==> src/rtl/mem_access_unit.sv <==
// rtl/mem_access_unit.sv - stage-M load/store unit: legality check, bus handshake, load alignment
// One transaction at a time; every output is registered so reset clears them asynchronously.
module mem_access_unit #(
  parameter int          DATA_W     = 32,
  parameter logic [31:0] DM_START   = 32'h0000_0000,
  parameter logic [31:0] DM_END     = 32'h0000_3000,
  parameter logic [31:0] IO_START   = 32'h0000_7F00,
  parameter logic [31:0] IO_END     = 32'h0000_7F20,
  parameter logic [7:0]  IO_RO_MASK = 8'b0100_0100,
  parameter int          TIMEOUT    = 16
) (
  input  logic                clk,
  input  logic                reset,
  input  logic                req_valid,
  output logic                req_ready,
  input  logic                req_we,
  input  logic [1:0]          req_size,
  input  logic                req_unsigned,
  input  logic [31:0]         req_addr,
  input  logic [DATA_W-1:0]   req_wdata,
  input  logic [31:0]         req_pc,
  input  logic                flush,
  output logic                bus_req,
  output logic                bus_we,
  output logic [31:0]         bus_addr,
  output logic [DATA_W/8-1:0] bus_be,
  output logic [DATA_W-1:0]   bus_wdata,
  input  logic                bus_ack,
  input  logic                bus_err,
  input  logic [DATA_W-1:0]   bus_rdata,
  output logic                rsp_valid,
  input  logic                rsp_ready,
  output logic [DATA_W-1:0]   rsp_rdata,
  output logic [4:0]          rsp_exc,
  output logic [31:0]         rsp_badaddr,
  output logic [31:0]         rsp_pc
);
  localparam int NB = DATA_W / 8;
  localparam int OW = $clog2(NB);
  localparam int WW = (TIMEOUT > 1) ? $clog2(TIMEOUT) : 1;

  typedef enum logic [1:0] {IDLE, BUS, RESP, DRAIN} state_t;

  state_t          state;
  logic [WW-1:0]   wdog;
  logic [1:0]      lat_size;
  logic            lat_uns;
  logic [OW-1:0]   lat_off;

  logic [OW-1:0]   off;
  logic [7:0]      be_base;
  logic            misalign, bad_size, in_dm, in_io, io_bad, io_ro, exc_any;
  logic [31:0]     dm_rel, io_rel;
  logic [DATA_W-1:0] sh, mask, ext;
  logic            msb, done;

  // Range checks as offset-below-size so a zero base never folds into a constant compare.
  always_comb begin
    off      = req_addr[OW-1:0];
    misalign = 1'b0;
    be_base  = 8'h01;
    case (req_size)
      2'd0:    begin misalign = 1'b0;            be_base = 8'h01; end
      2'd1:    begin misalign = req_addr[0];     be_base = 8'h03; end
      2'd2:    begin misalign = |req_addr[1:0];  be_base = 8'h0F; end
      default: begin misalign = |req_addr[2:0];  be_base = 8'hFF; end
    endcase
    bad_size = (req_size == 2'd3) && (DATA_W == 32);
    dm_rel   = req_addr - DM_START;
    io_rel   = req_addr - IO_START;
    in_dm    = dm_rel < (DM_END - DM_START);
    in_io    = io_rel < (IO_END - IO_START);
    io_bad   = in_io && ((req_size != 2'd2) || (req_addr[1:0] != 2'b00));
    io_ro    = in_io && req_we && IO_RO_MASK[io_rel[4:2]];
    exc_any  = misalign || bad_size || !(in_dm || in_io) || io_bad || io_ro;
  end

  always_comb begin
    sh   = bus_rdata >> {lat_off, 3'b000};
    msb  = sh[DATA_W-1];
    mask = {DATA_W{1'b1}};
    case (lat_size)
      2'd0:    begin msb = sh[7];  mask = DATA_W'(64'h0000_0000_0000_00FF); end
      2'd1:    begin msb = sh[15]; mask = DATA_W'(64'h0000_0000_0000_FFFF); end
      2'd2:    begin msb = sh[31]; mask = DATA_W'(64'h0000_0000_FFFF_FFFF); end
      default: begin msb = sh[DATA_W-1]; mask = {DATA_W{1'b1}}; end
    endcase
    ext  = (sh & mask) | ({DATA_W{msb & ~lat_uns}} & ~mask);
    done = bus_ack || bus_err || (wdog == WW'(TIMEOUT - 1));
  end

  always_ff @(posedge clk or negedge reset) begin
    if (!reset) begin
      state       <= IDLE;
      wdog        <= '0;
      lat_size    <= '0;
      lat_uns     <= 1'b0;
      lat_off     <= '0;
      req_ready   <= 1'b1;
      bus_req     <= 1'b0;
      bus_we      <= 1'b0;
      bus_addr    <= '0;
      bus_be      <= '0;
      bus_wdata   <= '0;
      rsp_valid   <= 1'b0;
      rsp_rdata   <= '0;
      rsp_exc     <= '0;
      rsp_badaddr <= '0;
      rsp_pc      <= '0;
    end else begin
      case (state)
        IDLE: begin
          if (req_valid && !flush) begin
            req_ready   <= 1'b0;
            rsp_badaddr <= req_addr;
            rsp_pc      <= req_pc;
            rsp_rdata   <= '0;
            lat_size    <= req_size;
            lat_uns     <= req_unsigned;
            lat_off     <= off;
            wdog        <= '0;
            if (exc_any) begin
              rsp_exc   <= req_we ? 5'd5 : 5'd4;
              rsp_valid <= 1'b1;
              state     <= RESP;
            end else begin
              rsp_exc   <= 5'd0;
              bus_req   <= 1'b1;
              bus_we    <= req_we;
              bus_addr  <= {req_addr[31:OW], {OW{1'b0}}};
              bus_be    <= req_we ? NB'(be_base << off) : {NB{1'b1}};
              bus_wdata <= req_wdata << {off, 3'b000};
              state     <= BUS;
            end
          end
        end
        BUS: begin
          if (done) begin
            bus_req <= 1'b0;
            bus_we  <= 1'b0;
            if (flush) begin
              req_ready <= 1'b1;
              state     <= IDLE;
            end else begin
              rsp_valid <= 1'b1;
              state     <= RESP;
              if (bus_err || !bus_ack) begin
                rsp_exc   <= 5'd7;
                rsp_rdata <= '0;
              end else if (!bus_we) begin
                rsp_rdata <= ext;
              end
            end
          end else begin
            wdog <= wdog + 1'b1;
            if (flush) state <= DRAIN;
          end
        end
        DRAIN: begin
          // The slave must still see its handshake finish; only the response is discarded.
          if (done) begin
            bus_req   <= 1'b0;
            bus_we    <= 1'b0;
            req_ready <= 1'b1;
            state     <= IDLE;
          end else begin
            wdog <= wdog + 1'b1;
          end
        end
        RESP: begin
          if (rsp_ready || flush) begin
            rsp_valid <= 1'b0;
            req_ready <= 1'b1;
            state     <= IDLE;
          end
        end
        default: state <= IDLE;
      endcase
    end
  end
endmodule

==> config.mk <==
export PLATFORM = sky130hd
export DESIGN_NAME = mem_access_unit
export DESIGN_NICKNAME = d
export VERILOG_FILES = /design/src/rtl/mem_access_unit.sv
export SDC_FILE = /design/constraint.sdc
export NUM_CORES = 1
export LEC_CHECK = 0
export BUFFER_PORTS_ARGS = -buffer_cell sky130_fd_sc_hd__buf_2
export CAP_MARGIN = 20
export CORE_UTILIZATION = 53
export CTS_CLUSTER_SIZE = 28
export DETAILED_ROUTE_END_ITERATION = 8
export PLACE_DENSITY = 0.92
export REMOVE_ABC_BUFFERS = 1
export SLEW_MARGIN = 40
export SYNTH_ARGS = -nofsm -noshare
export SYNTH_HDL_FRONTEND = slang
export SYNTH_SLANG_ARGS = --single-unit
==> constraint.sdc <==
create_clock -name clk -period 4 [get_ports clk]
set_input_delay 0.4 -clock clk [delete_from_list [all_inputs] [get_ports clk]]
set_output_delay 0.4 -clock clk [all_outputs]
set_load 0.01 [all_outputs]
==> results of run 1 <==
area by class of cell:
type	count	share of cell area, %
flip-flops and latches	178	42.91
inverters	16	0.5785
clock buffers	17	4.097
diodes	1	0.02410
repair buffers	316	15.82
multi-input cells	434	33.41
well taps	188	2.266
clock inverters	14	0.8918
worst register-to-register path, delay by kind of cell (launching register included):
kind | cells | cell delay, ns
simple gates | 3 | 0.93
flops | 1 | 0.42
fa+ha+maj | 1 | 0.48
buf+inv | 3 | 0.68
compound gates | 1 | 0.16
mux | 1 | 0.18
flip-flops by register name, summed over array words and instances, names as in the netlist, 2 cells and up:
name	count
lat_size	2
rsp_badaddr	32
rsp_exc	3
state	2
rsp_pc	32
bus_be	4
bus_addr	30
wdog	4
bus_wdata	32
rsp_rdata	32
worst max-delay path by stage:
stage           startpoint             to  slack [ns]  depth (start not counted)
2_1_floorplan     state[0]  bus_wdata[10]       -0.22                          6
3_5_place_dp   req_addr[1]  bus_wdata[21]        0.91                          7
6_report          state[0]  rsp_rdata[24]        1.09                          9
3_3_place_gp   req_addr[1]  bus_wdata[11]        0.92                          6
4_1_cts           state[0]  rsp_rdata[24]        1.17                          9
5_1_grt           state[0]  rsp_rdata[24]        0.87                          9
through the flow:
step,setup slack [ns],power (mW)
after global routing,0.8679,6.366
after CTS,1.171,6.073
final,1.092,6.044
after detailed placement,0.9120,4.560
after global placement,0.9237,4.475
after floorplan,-0.2165,3.718
placed cells by master (no fill, tap or decap), types with 20 or more instances in the layout:
| master | count |
|---|---|
| and2_1 | 20 |
| nor2_1 | 20 |
| buf_2 | 306 |
| a22o_1 | 25 |
| mux2i_1 | 45 |
| a21oi_1 | 21 |
| dfrtp_1 | 177 |
| nand2_1 | 47 |
| mux2_2 | 93 |
| o21ai_0 | 41 |
power by group through the flow:
stage,registers [mW],clock network [mW],logic (mW)
global placement,2.47,0,2.01
CTS,2.47,1.51,2.09
global route,2.52,1.57,2.27
detailed placement,2.49,0,2.07
finish,2.47,1.48,2.09
floorplan,2.73,0,0.993
cell families (layout without fill, tap and decap cells):
| logic type | after synthesis | count (layout) | synth area share, % |
|---|---|---|---|
| buffers and inverters | 61 | 363 | 3.369 |
| AND/OR/NAND/NOR | 133 | 133 | 8.513 |
| multiplexers | 152 | 152 | 20.90 |
| flip-flops | 178 | 178 | 54.52 |
| other | 1 | 5 | 0.04589 |
| adder cells (fa/ha/maj) | 6 | 6 | 0.9187 |
| AO/OA/AOI/OAI | 139 | 139 | 11.73 |
metal layers:
metal	global-route usage, %	routed length [um]	part of all wire [%]
met2	48.00	10970	51
met5	0	0	0
met4	11.06	601	2.8
met3	5.947	1307	6.0
met1	33.77	8787	41
==> impl_metrics.yaml, run 1 <==
global_route:
  grt_max_degree: 97
  grt_antenna_before_repair: 1
  grt_pass1_wl_um: 34280
  grt_pass1_vias: 6582
  gr-usage-all-layers_pct: 27.72
  grt_overflow_total: 0
setup_path:
  worstPathMaxFanout: 11
  cp_cell_sequence: "inv_1 -> ha_1 -> mux2i_1 -> nor3_1 -> nor4b_2 -> buf_4 -> nor2b_1 -> buf_4 -> a22o_1"
  setup.worst_path.class: "reg -> reg"
  worstReg2RegEnd: "rsp_rdata[24]"
  crit_family: "simple AND/OR/NAND/NOR gates"
  required_worst_endpoint_ns: 4.35
  worstSetupStartpointType: "register"
  critical_path_arrival_ns: 3.26
  worstPathBufferInverterCount: 3
  worstReg2RegStart: "state[0]"
  timing.reg2reg.worst_path_depth: 9
  critical_path.slowest_cell: "ha_1"
  critical-path-top-cell-by-count: "buf_4"
  critical_path.max_stage_delay_ns: 0.48
  r2r_setup_slack_ns: 1.09
  endpoint_kind: "register"
floorplanning:
  floorplan.die.width_um: 126.2
  chip_height_um: 126.2
  initial_utilization_pct: 53.95
  die-area_um2: 15920
  pin_count: 312
  coreArea_um2: 15150
  floorplan.rows: 45
layout:
  area_delta_synth_final_pct: 27.06
  final_cell_utilization_of_the_core_pct: 68.55
  seqCellArea_um2: 4456
  post_route_cells_drive_above_1_share_pct: 47.49
  multiInputGateArea_um2: 3468
  layout.nets: 1108
  filler_cell_count: 1091
  finish.cell_count_without_fillers: 1164
  stdcell_area_um2: 10380
detailed_routing:
  post_drt_wl_per_cell_um: 18.61
  route.antenna.remaining_nets: 0
  num_vias: 6556
  drt_pass1_iterations: 5
  wl_um: 21670
  post-route-drc-count: 0
  vias_per_cell: 5.632
  detail_route.iter0.violations: 460
timing:
  slew_violations: 0
  totalNegativeSetupSlack_ns: 0
  fmax_ghz: 0.3439
  final.period_utilization_pct: 72.69
  hold_viol_final: 12
  setup_viol_count_final: 0
  fin_worst_hold_slack_ns: -0.03245
  worst_slew_pin_slew_ns: 0.7533
  finalCriticalPeriod_ns: 2.908
  fin_worst_skew_ns: 0.005341
  rsz_0062_raised_after_global_routing: "no"
  headroom_to_the_max_slew_limit_pct: 49.78
place:
  place.detailed.hpwl_um: 15240
  dp.cells: 1132
  postPlaceCellArea_um2: 9858
  place.gp.congestion: 0.9135
  number_of_buffers_inserted_by_port_buffering: 307
synthesis:
  synthMostInstantiatedCell: "dfrtp_1"
  synth.ff_latch_count: 178
  post_synth_most_frequent_cells: "dfrtp_1, mux2_2, nand2_1"
  synth_cells: 670
  primary_flip_flop_cell_chosen_by_synthesis_mapping: "dfrtp_1"
  synthDistinctLibCells: 55
  synth_async_sr_flop_share_pct: 100.0
  post-synth-top-area-fraction_pct: 54.20
  synth-seq-area-share_pct: 54.52
  yosys.area.top_type: "dfrtp_1"
  netlist_area_um2: 8172
  yosys_warnings: 0
  synth_area_per_cell_um2: 12.20
  number_of_enable_type_register_cells_in_the_synthesized_netlist: 0
  yosys-top-cells-area: "dfrtp_1, mux2_2, mux2i_1, a22o_1, mux2_4"
power:
  power.share.clock_pct: 24.4
  peakVddDrop_mv: 0.4397
  p_int_mw: 3.941
  p_leak_nw: 5.544
  power_frac_seq_pct: 40.9
  power_switching_share_pct: 34.80
  p_comb_share_pct: 34.6
  total_switching_power_mw: 2.103
  power.density_cell_area_nw_per_um2: 582.1
min_path:
  worstHoldPathType: "in -> async"
job:
  drv.max_cap_violation_count: 0
clock_tree:
  post_cts_hold_buffer_count: 0
  postcts_setup_bufs: 0
  clkLatencyLatePin_ns: 0.41
  h-tree-depth: 4
  numCtsBuffers: 17
  clkSlewWorstSetupHoldPaths_ns: 0.06
  clock-root-buffer: "clkbuf_16"
  clkSinkCount: 178
  cts_max_path_buffers: 2
  cts_resized: 0
  tritoncts: "yes"
run_status:
  run_status: "finished with violations"
  violated_checks: "hold timing"
No activity file was read; power rests on OpenSTA's default activity.
==> inputs of run 2 (changes only) <==
Settings changed: CORE_UTILIZATION 53 to 45, PLACE_DENSITY 0.92 to 0.83.
Clock period 4 ns to 2.65 ns, I/O delays scaled along.
==> impl_metrics.yaml, run 2 (synthesis results as in run 1) <==
clock_tree:
  clkSinkCount: 178
  tritoncts: "yes"
  postcts_setup_bufs: 0
  numCtsBuffers: 17
  clock-root-buffer: "clkbuf_16"
  h-tree-depth: 4
  clkSlewWorstSetupHoldPaths_ns: 0.08
  clkLatencyLatePin_ns: 0.43
  cts_max_path_buffers: 2
setup_path:
  endpoint_kind: "register"
  r2r_setup_slack_ns: 0.40
  worstSetupStartpointType: "register"
  critical_path_arrival_ns: 2.62
  critical_path.max_stage_delay_ns: 0.43
  critical_path.slowest_cell: "a21boi_2"
  cp_cell_sequence: "inv_1 -> ha_1 -> mux2i_1 -> nor3_1 -> nor4b_2 -> a21boi_2 -> a22o_1"
  setup.worst_path.class: "reg -> reg"
  required_worst_endpoint_ns: 3.02
  worstPathMaxFanout: 8
floorplanning:
  floorplan.die.width_um: 136.8
  chip_height_um: 136.8
  pin_count: 312
  initial_utilization_pct: 46.60
  floorplan.rows: 48
  die-area_um2: 18700
  coreArea_um2: 17540
run_status:
  run_status: "completed"
global_route:
  gr-usage-all-layers_pct: 24.15
  grt_overflow_total: 0
  grt_antenna_before_repair: 0
  grt_pass1_wl_um: 34040
  grt_pass1_vias: 6482
  grt_max_degree: 70
power:
  power.density_cell_area_nw_per_um2: 894.0
  peakVddDrop_mv: 0.5926
  p_leak_nw: 5.680
  total_chip_power_mw: 9.527
timing:
  slew_violations: 0
  fmax_ghz: 0.4441
  final.period_utilization_pct: 84.97
  hold_viol_final: 0
  finalCriticalPeriod_ns: 2.252
  worst_slew_pin_slew_ns: 0.6995
  finalWorstSetupSlack_ns: 0.3983
  setup_viol_count_final: 0
  fin_worst_skew_ns: 0.01197
  rsz_0062_raised_after_global_routing: "no"
  headroom_to_the_max_slew_limit_pct: 53.19
place:
  place.gp.congestion: 0.8768
  detailedPlace.worstSlack_ns: 0.3448
  number_of_buffers_inserted_by_port_buffering: 307
  place.detailed.hpwl_um: 16010
layout:
  seqCellArea_um2: 4456
  final_cell_mix: "buf_2, dfrtp_1, mux2_2"
  filler_cell_count: 1376
  n_diodes: 0
  final_cell_utilization_of_the_core_pct: 60.77
  layout.nets: 1124
  multiInputGateArea_um2: 3468
  commonest_non_fill_non_tap_cell_in_the_layout: "buf_2"
  post_route_cells_drive_above_1_share_pct: 48.29
  area_delta_synth_final_pct: 30.42
detailed_routing:
  drt_pass1_iterations: 5
  detail_route.iter0.violations: 392
  wl_um: 21810
  vias_per_cell: 5.366
  num_vias: 6530
  post-route-drc-count: 0
  route.antenna.remaining_nets: 0
  post_drt_wl_per_cell_um: 17.92
min_path:
  worstHoldPathType: "in -> reg"
job:
  drv.max_cap_violation_count: 0
==> run 2: through the flow <==
stage / cell area, um2 / hold WS, ns / instances / TNS (ns)
floorplan: 7968 / -0.03059 / 628 / -157.56
global placement: 10040 / 0.2745 / 1184 / 0
detailed placement: 10040 / 0.2811 / 1184 / 0
CTS: 10660 / 0.04394 / 1217 / 0
global route: 10660 / 0.03740 / 1217 / 0
finish: 10660 / 0.06157 / 1217 / 0
==> run 2: layer usage <==
layer,GRT usage [%],wire length (um),vias to the layer above
met2,39.54,10710,265
met4,7.593,403,0
li1,-,-,3019
met1,30.67,9149,3215
met3,7.185,1539,31
met5,0,0,-
==> run 2: path summary, 6_finish.rpt <==
| path | from | to | depth (start not counted) |
|---|---|---|---|
| max | state[0] | rsp_rdata[13] | 7 |
| min | req_pc[7] | rsp_pc[7] | 2 |
| max reg2reg | state[0] | rsp_rdata[13] | 7 |
| min reg2reg | req_ready | req_ready | 2 |
| max in group asynchronous | reset | bus_addr[5] | 3 |
| min in group asynchronous | reset | wdog[2] | 2 |
==> run 2: layout make-up <==
| class | count | area share (%) |
|---|---|---|
| flip-flops and latches | 178 | 41.81 |
| well taps | 225 | 2.641 |
| repair buffers | 332 | 16.73 |
| clock inverters | 15 | 1.726 |
| multi-input cells | 434 | 32.54 |
| inverters | 16 | 0.5635 |
| clock buffers | 17 | 3.992 |
==> run 2: what timing repair did <==
| action | in CTS | in global routing |
|---|---|---|
| hold buffers | 1 | 0 |
| endpoints found under the setup margin | 0 | 0 |
| resized for setup | 0 | 0 |
| hold endpoints to repair | 53 | 0 |
==> run 2: report_power, final <==
part	internal [mW]	switching, mW	total (mW)
registers	3.35	0.397	3.74
logic	1.45	1.71	3.16
clock network	1.44	1.18	2.62
total	6.24	3.29	9.53
==> run 2: worst max-delay path, delay by kind of cell, from the launching register on <==
kind	cells	cell delay, ns
AO/OA/AOI/OAI	2	0.64
AND/OR/NAND/NOR	2	0.61
flip-flops	1	0.41
adder cells (fa/ha/maj)	1	0.26
multiplexers	1	0.14
buffers and inverters	1	0.13
==> inputs of run 3 (changes only) <==
Clock period 2.65 ns to 2 ns, I/O delays scaled along.
==> impl_metrics.yaml, run 3 (synthesis results as in run 1) <==
power:
  power.density_cell_area_nw_per_um2: 1144
  p_leak_nw: 5.924
  total_chip_power_mw: 12.85
  peakVddDrop_mv: 0.6877
clock_tree:
  tritoncts: "yes"
  h-tree-depth: 4
  clock-root-buffer: "clkbuf_16"
  clkSinkCount: 178
  numCtsBuffers: 17
  cts_max_path_buffers: 2
  clkLatencyLatePin_ns: 0.43
  clkSlewWorstSetupHoldPaths_ns: 0.07
timing:
  final.period_utilization_pct: 96.37
  finalWorstSetupSlack_ns: 0.07256
  fin_worst_skew_ns: 0.01253
  hold_viol_final: 0
  setup_viol_count_final: 0
  rsz_0062_raised_after_global_routing: "yes"
  finalCriticalPeriod_ns: 1.927
  fmax_ghz: 0.5188
  worst_slew_pin_slew_ns: 0.6868
  fin_worst_hold_slack_ns: 0.01970
  totalNegativeSetupSlack_ns: 0
  headroom_to_the_max_slew_limit_pct: 54.12
  slew_violations: 0
layout:
  area_delta_synth_final_pct: 37.41
  finish.cell_count_without_fillers: 1272
  final_cell_mix: "buf_2, dfrtp_1, mux2_2"
  commonest_non_fill_non_tap_cell_in_the_layout: "buf_2"
  layout.nets: 1179
  n_diodes: 0
  filler_cell_count: 1348
  post_route_cells_drive_above_1_share_pct: 49.09
setup_path:
  endpoint_kind: "register"
  worstReg2RegEnd: "rsp_rdata[31]"
  timing.reg2reg.worst_path_depth: 7
  critical_path.slowest_cell: "a311o_2"
  required_worst_endpoint_ns: 2.36
  worstSetupStartpointType: "register"
  r2r_setup_slack_ns: 0.07
  worstPathMaxFanout: 32
  cp_cell_sequence: "ha_1 -> a311o_2 -> o21ai_0 -> a211oi_2 -> a21oi_2 -> buf_12 -> a22o_1"
  worstReg2RegStart: "wdog[1]"
  setup.worst_path.class: "reg -> reg"
  critical_path.max_stage_delay_ns: 0.46
  critical_path_arrival_ns: 2.29
floorplanning:
  die-area_um2: 18700
  floorplan.die.width_um: 136.8
  initial_utilization_pct: 46.60
  floorplan.rows: 48
  coreArea_um2: 17540
  pin_count: 312
  chip_height_um: 136.8
place:
  place.gp.congestion: 0.9211
  number_of_buffers_inserted_by_port_buffering: 307
  dp.cells: 1206
  detailedPlace.worstSlack_ns: -0.2145
  place.detailed.hpwl_um: 16270
detailed_routing:
  post-route-drc-count: 0
  detail_route.iter0.violations: 413
  post_drt_wl_per_cell_um: 18.07
  wl_um: 22980
  vias_per_cell: 5.336
  route.antenna.remaining_nets: 0
  drt_pass1_iterations: 5
  num_vias: 6787
min_path:
  worst_hold_stages: 2
  worstHoldPathType: "in -> reg"
  hold-path-endpoint: "rsp_badaddr[21]"
  start_point_of_the_worst_min_delay_path: "req_addr[21]"
global_route:
  grt_pass1_wl_um: 35430
  grt_antenna_before_repair: 0
  grt_max_degree: 70
  grt_pass1_vias: 6822
  gr-usage-all-layers_pct: 25.00
  grt_overflow_total: 0
job:
  drv.max_cap_violation_count: 0
run_status:
  run_status: "completed"
==> run 3: changes by cell type in the layout (fill, tap and decap cells not counted), sizes merged <==
cell | previous run | this run
inv | 26 | 23
clkinv | 3 | 6
bufinv | 2 | 0
dlygate4sd3 | 1 | 32
buf | 331 | 355
clkinvlp | 0 | 2
==> run 3: per-stage QoR <==
step                      instance area, um2  util, %
after floorplan                         7968        -
after global placement                 10240    58.40
after detailed placement               10240    58.40
after CTS                              11160    63.64
after global routing                   11230    64.03
final                                  11230    64.03
==> run 3: per-layer routing <==
metal,up-vias,global-route usage (%),part of all wire [%],wire (um)
met1,3330,30.71,40,9250
met3,41,7.370,7.7,1773
met4,0,8.889,2.3,518
met2,282,41.68,50,11440
met5,-,0,0,0
li1,3134,-,-,-
==> run 3: final cells by class <==
type / count / area (um2) / area share [%]
clock buffer: 17 / 425.4 / 3.789
tap: 225 / 281.5 / 2.507
timing repair buffer: 387 / 2311 / 20.58
inverter: 16 / 60.06 / 0.5349
clock inverter: 15 / 161.4 / 1.437
multi-input combinational: 434 / 3533 / 31.47
sequential: 178 / 4456 / 39.68
==> run 3: critical path, delay by kind of cell (launching register included) <==
family                     cells  cell delay [ns]
adders and majority gates      1             0.20
buffers and inverters          1             0.21
AOI/OAI and AO/OA              5             1.05
DFF                            1             0.40
==> run 3: worst max path at each step <==
stage / end / cells after the start / from / slack (ns)
after floorplan: bus_wdata[10] / 6 / state[0] / -2.22
after global placement: bus_wdata[14] / 7 / req_addr[24] / -0.13
final: rsp_rdata[31] / 7 / wdog[1] / 0.07
after detailed placement: bus_wdata[13] / 7 / req_addr[24] / -0.21
after global routing: rsp_rdata[3] / 7 / wdog[1] / -0.04
after CTS: rsp_rdata[24] / 7 / wdog[1] / 0.02
==> run 3: repair_timing <==
action,in CTS,in global routing
buffers inserted,0,2
endpoints found under the hold margin,63,1
pin swaps,0,1
resized for setup,4,12
setup endpoints to repair,25,78
hold buffers,31,1
==> run 3: power breakdown <==
part | internal [mW] | switching, mW | total (mW) | leakage, nW
Clock | 1.67 | 1.60 | 3.27 | 0.281
Sequential | 4.44 | 0.495 | 4.93 | 2.28
Combinational | 2.20 | 2.45 | 4.65 | 3.37
